===== config.mk =====
export PLATFORM = sky130hd
export DESIGN_NAME = div_unit
export DESIGN_NICKNAME = d
export VERILOG_FILES = /design/src/rtl/div_unit.sv
export SDC_FILE = /design/constraint.sdc
export NUM_CORES = 1
export LEC_CHECK = 0
export CORE_MARGIN = 10
export CORE_UTILIZATION = 30
export CTS_BUF_LIST = sky130_fd_sc_hd__clkbuf_2 sky130_fd_sc_hd__clkbuf_4 sky130_fd_sc_hd__clkbuf_8
export DETAILED_ROUTE_END_ITERATION = 8
export PLACE_DENSITY = 0.56
export SETUP_SLACK_MARGIN = 0.4
export SYNTH_ARGS = -nofsm -noshare
export SYNTH_HDL_FRONTEND = slang
export SYNTH_SLANG_ARGS = --single-unit

===== constraint.sdc =====
create_clock -name clk -period 2.97 [get_ports clk]
set_input_delay 0.594 -clock clk [delete_from_list [all_inputs] [get_ports clk]]
set_output_delay 0.594 -clock clk [all_outputs]
set_load 0.02 [all_outputs]

===== src/rtl/div_unit.sv =====
// rtl/div_unit.sv - iterative restoring divider for DIV/DIVU (LO=quotient, HI=remainder)
// Optional DIV_EARLY_OUT_EN: finish in one edge when divisor magnitude exceeds dividend magnitude.
module div_unit #(
  parameter int WIDTH = 32
) (
  input  logic             clk,
  input  logic             rst,
  input  logic             start,
  input  logic             signed_op,
  input  logic [WIDTH-1:0] dividend,
  input  logic [WIDTH-1:0] divisor,
  output logic             busy,
  output logic             done,
  output logic [WIDTH-1:0] quotient,
  output logic [WIDTH-1:0] remainder,
  output logic             div_by_zero
);

  localparam int CW = $clog2(WIDTH + 1);

  typedef enum logic [1:0] {IDLE, RUN, FIX} state_t;

  state_t           state_q, state_d;
  logic             sgn_q, sgn_d;
  logic             dvd_neg_q, dvd_neg_d;
  logic             dvs_neg_q, dvs_neg_d;
  logic             zero_q, zero_d;
  logic             busy_q, busy_d;
  logic             done_q, done_d;
  logic             dbz_q, dbz_d;
  logic [WIDTH-1:0] rem_q, rem_d;
  logic [WIDTH-1:0] dvd_q, dvd_d;
  logic [WIDTH-1:0] dvs_q, dvs_d;
  logic [WIDTH-1:0] quo_q, quo_d;
  logic [WIDTH-1:0] rmd_q, rmd_d;
  logic [CW-1:0]    cnt_q, cnt_d;

  logic             a_neg, b_neg;
  logic [WIDTH-1:0] a_mag, b_mag;
  logic [WIDTH:0]   rem_sh, trial;

  always_comb begin
    a_neg  = signed_op & dividend[WIDTH-1];
    b_neg  = signed_op & divisor[WIDTH-1];
    a_mag  = a_neg ? -dividend : dividend;
    b_mag  = b_neg ? -divisor : divisor;
    // trial[WIDTH] is the borrow: set when the shifted remainder is below the divisor
    rem_sh = {rem_q, dvd_q[WIDTH-1]};
    trial  = rem_sh - {1'b0, dvs_q};

    state_d   = state_q;
    sgn_d     = sgn_q;
    dvd_neg_d = dvd_neg_q;
    dvs_neg_d = dvs_neg_q;
    zero_d    = zero_q;
    busy_d    = busy_q;
    done_d    = 1'b0;
    dbz_d     = dbz_q;
    rem_d     = rem_q;
    dvd_d     = dvd_q;
    dvs_d     = dvs_q;
    quo_d     = quo_q;
    rmd_d     = rmd_q;
    cnt_d     = cnt_q;

    case (state_q)
      IDLE: begin
        if (start) begin
          sgn_d     = signed_op;
          dvd_neg_d = a_neg;
          dvs_neg_d = b_neg;
          rem_d     = '0;
          dvd_d     = a_mag;
          dvs_d     = b_mag;
          cnt_d     = '0;
          busy_d    = 1'b1;
          zero_d    = 1'b0;
          // dvd/rem are preloaded with the final divide-by-zero results
          if (divisor == '0) begin
            zero_d  = 1'b1;
            rem_d   = dividend;
            dvd_d   = '1;
            state_d = FIX;
          end
`ifdef DIV_EARLY_OUT_EN
          else if (b_mag > a_mag) begin
            rem_d   = a_mag;
            dvd_d   = '0;
            state_d = FIX;
          end
`endif
          else begin
            state_d = RUN;
          end
        end
      end
      RUN: begin
        rem_d = trial[WIDTH] ? rem_sh[WIDTH-1:0] : trial[WIDTH-1:0];
        dvd_d = {dvd_q[WIDTH-2:0], ~trial[WIDTH]};
        cnt_d = cnt_q + 1'b1;
        if (cnt_q == CW'(WIDTH - 1)) begin
          state_d = FIX;
        end
      end
      FIX: begin
        if (zero_q) begin
          quo_d = dvd_q;
          rmd_d = rem_q;
          dbz_d = 1'b1;
        end else begin
          quo_d = (sgn_q & (dvd_neg_q ^ dvs_neg_q)) ? -dvd_q : dvd_q;
          rmd_d = (sgn_q & dvd_neg_q) ? -rem_q : rem_q;
          dbz_d = 1'b0;
        end
        done_d  = 1'b1;
        busy_d  = 1'b0;
        state_d = IDLE;
      end
      default: state_d = IDLE;
    endcase
  end

  always_ff @(posedge clk) begin
    if (rst) begin
      state_q   <= IDLE;
      sgn_q     <= 1'b0;
      dvd_neg_q <= 1'b0;
      dvs_neg_q <= 1'b0;
      zero_q    <= 1'b0;
      busy_q    <= 1'b0;
      done_q    <= 1'b0;
      dbz_q     <= 1'b0;
      rem_q     <= '0;
      dvd_q     <= '0;
      dvs_q     <= '0;
      quo_q     <= '0;
      rmd_q     <= '0;
      cnt_q     <= '0;
    end else begin
      state_q   <= state_d;
      sgn_q     <= sgn_d;
      dvd_neg_q <= dvd_neg_d;
      dvs_neg_q <= dvs_neg_d;
      zero_q    <= zero_d;
      busy_q    <= busy_d;
      done_q    <= done_d;
      dbz_q     <= dbz_d;
      rem_q     <= rem_d;
      dvd_q     <= dvd_d;
      dvs_q     <= dvs_d;
      quo_q     <= quo_d;
      rmd_q     <= rmd_d;
      cnt_q     <= cnt_d;
    end
  end

  assign busy        = busy_q;
  assign done        = done_q;
  assign quotient    = quo_q;
  assign remainder   = rmd_q;
  assign div_by_zero = dbz_q;

endmodule


==> results.toml, run 1 <==
[cts]
clkLatencyLatePin_ns = 0.51
cts_tree = "built"
cts_max_path_buffers = 2
path_clk_slew_ns = 0.12
clock_sinks = 175
htreeDepth = 4
ctsHoldBuffers = 0
ctsRootBufferMaster = "clkbuf_8"
cts_buffers = 17

[setup_path]
slowest_delay_ns = 0.36
setup.worst_path.class = "flip-flop to flip-flop"
path_buf_inv = 4
cp_cell_sequence = "inv_2, ha_4, fa_2, nand2b_4, a211oi_4, o21ai_4, o2111ai_4, a31oi_4, buf_6, xor2_4, buf_6, buf_6, a221o_1, a21oi_2, nor4_1"
arrival_ns = 3.37
r2r_slack_ns = -0.06
cp_data_required_time_ns = 3.31
cp-start-kind = "flip-flop"
crit_top_cell = "buf_6"
cp_slowest_cell = "dfxtp_2"
end_kind = "flip-flop"
path_max_fanout = 3
crit_family = "compound AO/OA/AOI/OAI gates"

[synth]
syn-cell-area_mm2 = 0.0113
ys.flop_type = "dfxtp_1"
synthTopCellsByArea = "dfxtp_1 31%, nor2_1 7.4%, a211oi_1 6.5%"
synth.avg_cell_area_um2 = 7.61
yosysTopAreaCell = "dfxtp_1"
synth_seq_cells = 175
synth_top_cell_area_share_pct = 30.9
synth.distinct_cells = 66
yosys-top-cells-count = "224 x nor2_1, 175 x dfxtp_1, 142 x a21oi_1"
ys_seq_area_share_pct = 30.9
synthCells = 1488
synth_edf_count = 0
yosys_warnings = 0
synth.net_count = 1594
synthArstFlopShare_pct = 0
yosysMostFrequentCell = "nor2_1"

[routing]
firstDrtPassIters = 5
vias = 12333
drc = 0
finalWirelength_um = 44700
vias_per_cell = 5.24
ant_nets = 0
wl_per_cell_um = 19.0
drt_iter0_markers = 1094

[placement]
preCtsSetupSlack_ns = -0.345
dp_hpwl_um = 34600
gp_routability_congestion = 0.988
port_buffers = 134
place_inst = 2287

[cells_and_area]
insertedDiodeCount = 0
final_net_count = 1937
area_delta_synth_final_pct = 47.8
postLayoutCoreUtil_pct = 44.6
drive_above_1_share_pct = 26.5
fin_cells = 2355
fillers = 3782

[timing]
fmax_ghz = 0.330
clock-skew-final_ns = 0.0281
worst_pin_slew_ns = 0.866
finalHoldViolCount = 0
drv_slew = 0
period_needed_ns = 3.03
timing.setup.tns_ns = -0.328
relSlewSlack_pct = 42.2
worst_slack_ns = -0.0625
setup_viol = 15
rsz0062_at_grt = "true"
fin_crit_sh_pct = 102

[global_routing]
grt_pass1_wl_um = 67800
grt_pass1_vias = 11675
overflow = 0
grt_max_degree = 59
grt_antenna_before_repair = 0
grt_util_all_layers_pct = 18.4

[pwr]
powerDensity_mw_per_mm2 = 683
power.static_leakage_nw = 6.45
ir_drop_mv = 0.374
power_mw = 11.4

[floorplan]
boundaryPins = 135
core_mm2 = 0.0375
floorplan.initialDensity_pct = 30.2
fp.dieW_um = 214
die_h_um = 214
fp-row-count = 71
dieArea_mm2 = 0.0459

[status]
status = "finished with violations"
violations = "negative setup slack"

[run]
drv_cap = 0

[worst_hold_path]
hp-class = "flip-flop to flip-flop"
[worst min-delay path, delay by kind of cell, from the launching register on]
family / cells / cell delay (ns)
flip-flops: 1 / 0.33
AND/OR/NAND/NOR: 1 / 0.05
AO/OA/AOI/OAI: 1 / 0.05
[through the flow]
stage	instance area, um2	hold slack, ns
floorplan	11500	0.432
global placement	15100	0.440
detailed placement	15100	0.445
CTS	16200	0.462
global route	16700	0.486
finish	16700	0.463
[power breakdown]
part,leakage [nW],internal (mW),switching [mW]
clock network,0.203,0.729,1.08
logic,4.81,3.19,3.52
registers,1.44,2.63,0.285
[metal layers]
layer  track usage (%)  vias to the layer above  share of wire, %
met2              28.9                      398                44
met4              6.76                        0               3.4
li1                  -                     6079                 -
met5                 0                        -                 0
met3              2.50                       77               5.7
met1              25.1                     5779                46
[cell families after synthesis]
family                   synth area share (%)
XOR/XNOR                                 10.8
buffers and inverters                    5.73
AND/OR/NAND/NOR                          20.1
multiplexers                             1.28
flip-flops                               30.9
adder cells (fa/ha/maj)                  4.26
AO/OA/AOI/OAI                            26.9
[sequential cells by signal (all words and copies together) (netlist names)]
signal and flops:
zero_q 1, busy 1, state_q 2, dvd_q 32
dvs_neg_q 1, dvd_neg_q 1, done 1, dvs_q 32
div_by_zero 1, cnt_q 6, quotient 32, rem_q 32
sgn_q 1, remainder 32
[final timing paths]
kind	startpoint	endpoint	depth (start not counted)
worst max-delay path	dvd_q[31]$_SDFFE_PP0P_	rem_q[30]$_SDFFE_PP0P_	15
worst max register to register	dvd_q[31]$_SDFFE_PP0P_	rem_q[30]$_SDFFE_PP0P_	15
worst min-delay path	sgn_q$_SDFFE_PP0P_	sgn_q$_SDFFE_PP0P_	2
worst min register to register	sgn_q$_SDFFE_PP0P_	sgn_q$_SDFFE_PP0P_	2
[cells in the final DEF (no fill, tap or decap), drive strengths merged, types with 13 or more instances in the layout]
master,count
nor2,224
a211oi,98
nor3,35
o21ai,59
a31oi,27
xnor2,78
dfxtp,175
or4,13
nand2,95
a221oi,16
nor4,23
inv,71
a21o,16
a311oi,16
xor2,61
buf,290
nand3,16
clkdlybuf4s50,116
o31ai,18
ha,37
or3,21
a21oi,142
clkbuf,22
[area by class of cell]
type                    count  area, um2  share of cell area (%)
well taps                 511        639                    3.82
repair buffers            425       3770                    22.5
multi-input cells        1145       8120                    48.5
inverters                  67        254                    1.52
clock buffers              18        248                    1.48
clock inverters            14        174                    1.04
flip-flops and latches    175       3520                    21.1
[what timing repair did]
item / 4_1_cts / 5_1_grt
endpoints found under the setup margin: 71 / 80
pin swaps: 31 / 55
hold endpoints to repair: 0 / 0
buffers inserted: 19 / 14
cloned: 3 / 0
gates resized for setup: 108 / 106
No activity file was read; power rests on OpenSTA's default activity.
==> run 2: changes to the inputs <==
--- a/config.mk
+++ b/config.mk
@@ -8,9 +8,11 @@
 export CORE_MARGIN = 10
 export CORE_UTILIZATION = 30
 export CTS_BUF_LIST = sky130_fd_sc_hd__clkbuf_2 sky130_fd_sc_hd__clkbuf_4 sky130_fd_sc_hd__clkbuf_8
+export CTS_CLUSTER_SIZE = 28
 export DETAILED_ROUTE_END_ITERATION = 8
 export PLACE_DENSITY = 0.56
 export SETUP_SLACK_MARGIN = 0.4
 export SYNTH_ARGS = -nofsm -noshare
 export SYNTH_HDL_FRONTEND = slang
 export SYNTH_SLANG_ARGS = --single-unit
+export TNS_END_PERCENT = 5
==> run 2 against run 1 <==
  * The flow still finishes with violations (negative setup slack)
  * Via count decreased by 1.0%
  * Design area decreased by 4.0%
  * Sequential cell count unchanged
  * First-iteration DRC count decreased by 24%
  * Worst setup slack got worse by 0.089 ns
  * Sequential share of layout area increased by 0.81 points
  * Sequential power about the same
  * Global-route usage decreased by 0.23 points
  * Clock skew decreased by 0.0086 ns
  * Non-clock buffer count decreased by 37
  * Critical endpoint unchanged
  * Largest cell class unchanged
  * Largest power group unchanged
  * Highest routed layer is now met5
==> results.toml, run 2 (synthesis gave the netlist of run 1 again) <==
[cells_and_area]
final_common_cell = "buf_4"
final_net_count = 1900
fillers = 3887
area_delta_synth_final_pct = 41.9
fin_cells = 2319
final_cell_mix = "240 x buf_4, 216 x nor2_1, 166 x dfxtp_1"
drive_above_1_share_pct = 22.6
postLayoutCoreUtil_pct = 42.9

[timing]
clock-skew-final_ns = 0.0195
period_needed_ns = 3.12
fmax_ghz = 0.320
setup_viol = 22
finalHoldViolCount = 0
worst_slack_ns = -0.151
fin_crit_sh_pct = 105
drv_slew = 0
worst_pin_slew_ns = 0.925
relSlewSlack_pct = 38.2
rsz0062_at_grt = "true"

[setup_path]
cp_data_required_time_ns = 3.28
path_max_fanout = 6
reg2reg_to = "rem_q[30]$_SDFFE_PP0P_"
slowest_delay_ns = 0.35
cp_slowest_cell = "dfxtp_2"
crit_top_cell = "buf_6"
r2r_slack_ns = -0.15
arrival_ns = 3.44
cp_cell_sequence = "inv_2, ha_4, fa_2, nand2b_4, a211oi_4, o21ai_4, o2111ai_4, a31oi_2, buf_6, xor2_4, buf_12, buf_6, a221o_1, a21oi_2, nor4_1"
crit_family = "compound AO/OA/AOI/OAI gates"
rr_worst_depth = 15
path_buf_inv = 4
setup.worst_path.class = "flip-flop to flip-flop"
timing.rr.start = "dvd_q[31]$_SDFFE_PP0P_"
cp-start-kind = "flip-flop"
end_kind = "flip-flop"

[routing]
met2_length_um = 19800
met3_length_um = 2620
wl_per_cell_um = 18.8
finalWirelength_um = 43500
top_layer = "met5"
vias_per_cell = 5.26
met1Wirelength_um = 20000
drc = 0
vias = 12206
firstDrtPassIters = 6
ant_nets = 0
drt_iter0_markers = 835

[cts]
cts_tree = "built"
cts_buffers = 17
path_clk_slew_ns = 0.11
clock_sinks = 175
htreeDepth = 4
cts_max_path_buffers = 2
ctsHoldBuffers = 0
ctsRootBufferMaster = "clkbuf_8"
clkLatencyLatePin_ns = 0.48

[global_routing]
grt_pass1_wl_um = 67100
grt_antenna_before_repair = 1
grt_pass1_vias = 11480
grt_max_degree = 69
overflow = 0
grt_util_all_layers_pct = 18.1

[placement]
port_buffers = 134
place_inst = 2277
dp_hpwl_um = 34200
gp_routability_congestion = 0.938

[pwr]
ir_drop_mv = 0.363
powerDensity_mw_per_mm2 = 670
power.static_leakage_nw = 6.16

[floorplan]
die_h_um = 214
boundaryPins = 135
fp.dieW_um = 214
floorplan.initialDensity_pct = 30.2
core_mm2 = 0.0375
fp-row-count = 71
dieArea_mm2 = 0.0459

[status]
status = "finished with violations"
violations = "negative setup slack"

[worst_hold_path]
hold_start = "quotient[22]$_SDFFE_PP0P_"
hold-path-cell-count = 2
holdPathEnd = "quotient[22]$_SDFFE_PP0P_"
hp-class = "flip-flop to flip-flop"

[run]
drv_cap = 0
run 2: changes by cell type in the layout (fill, tap and decap cells not counted), sizes merged, moves of 2 or more:
cell and delta:
buf -35, clkdlybuf4s15 -3, clkbuf -4, inv +2, dlygate4sd2 +5
run 2: how the worst max path moves through the flow:
stage                            from  slack (ns)                endpoint  depth (start not counted)
3_3_place_gp               divisor[4]       -0.35  dvs_q[29]$_SDFFE_PP0P_                         10
4_1_cts         rem_q[4]$_SDFFE_PP0P_       -0.13  rem_q[17]$_SDFFE_PP0P_                         13
6_report       dvd_q[31]$_SDFFE_PP0P_       -0.15  rem_q[30]$_SDFFE_PP0P_                         15
2_1_floorplan              divisor[4]        0.06  rem_q[31]$_SDFFE_PP0P_                         11
5_1_grt        dvd_q[31]$_SDFFE_PP0P_       -0.24  rem_q[30]$_SDFFE_PP0P_                         15
3_5_place_dp               divisor[4]       -0.40  dvs_q[29]$_SDFFE_PP0P_                         10
run 2: through the flow:
step / worst slack (ns) / hold slack [ns] / cell area (um2) / TNS (ns) / total power [mW]
2_1_floorplan: 0.0568 / 0.432 / 11400 / 0 / 6.01
3_3_place_gp: -0.352 / 0.444 / 15000 / -12.27 / 8.21
3_5_place_dp: -0.400 / 0.443 / 15000 / -13.73 / 8.25
4_1_cts: -0.127 / 0.458 / 15700 / -1.24 / 10.5
5_1_grt: -0.237 / 0.477 / 16100 / -4.62 / 11.4
6_report: -0.151 / 0.456 / 16100 / -1.25 / 10.8
run 2: final cells by class:
type	count	area [um2]	share of cell area (%)
diodes	1	2.50	0.0156
clock buffers	18	248	1.54
clock inverters	14	170	1.06
inverters	67	251	1.56
multi-input cells	1145	7850	48.8
flip-flops and latches	175	3510	21.9
well taps	511	639	3.98
repair buffers	388	3400	21.2
run 2: worst reg2reg max path, stage by stage (launching register included):
cell and delay [ns]:
dfxtp_2 0.35, inv_2 0.05, ha_4 0.16, fa_2 0.33, nand2b_4 0.17, a211oi_4 0.30, o21ai_4 0.10, o2111ai_4 0.26
a31oi_2 0.14, buf_6 0.16, xor2_4 0.16, buf_12 0.17, buf_6 0.14, a221o_1 0.32, a21oi_2 0.11, nor4_1 0.05
run 2: routing by layer:
layer / global-route usage (%) / up-vias
met3: 2.57 / 59
met5: 0 / -
met4: 5.74 / 2
li1: - / 5999
met2: 28.5 / 401
met1: 25.0 / 5745
run 2: where the power goes:
| group | switching (mW) | internal [mW] | total, mW |
|---|---|---|---|
| clock | 1.05 | 0.732 | 1.78 |
| combinational | 3.26 | 2.79 | 6.05 |
| sequential | 0.313 | 2.63 | 2.94 |
| total | 4.62 | 6.15 | 10.8 |
run 2: timing repair:
action | 4_1_cts | 5_1_grt
buffers inserted | 5 | 4
endpoints found under the setup margin | 70 | 85
pin swaps | 47 | 37
cloned | 0 | 0
resized for setup | 75 | 70
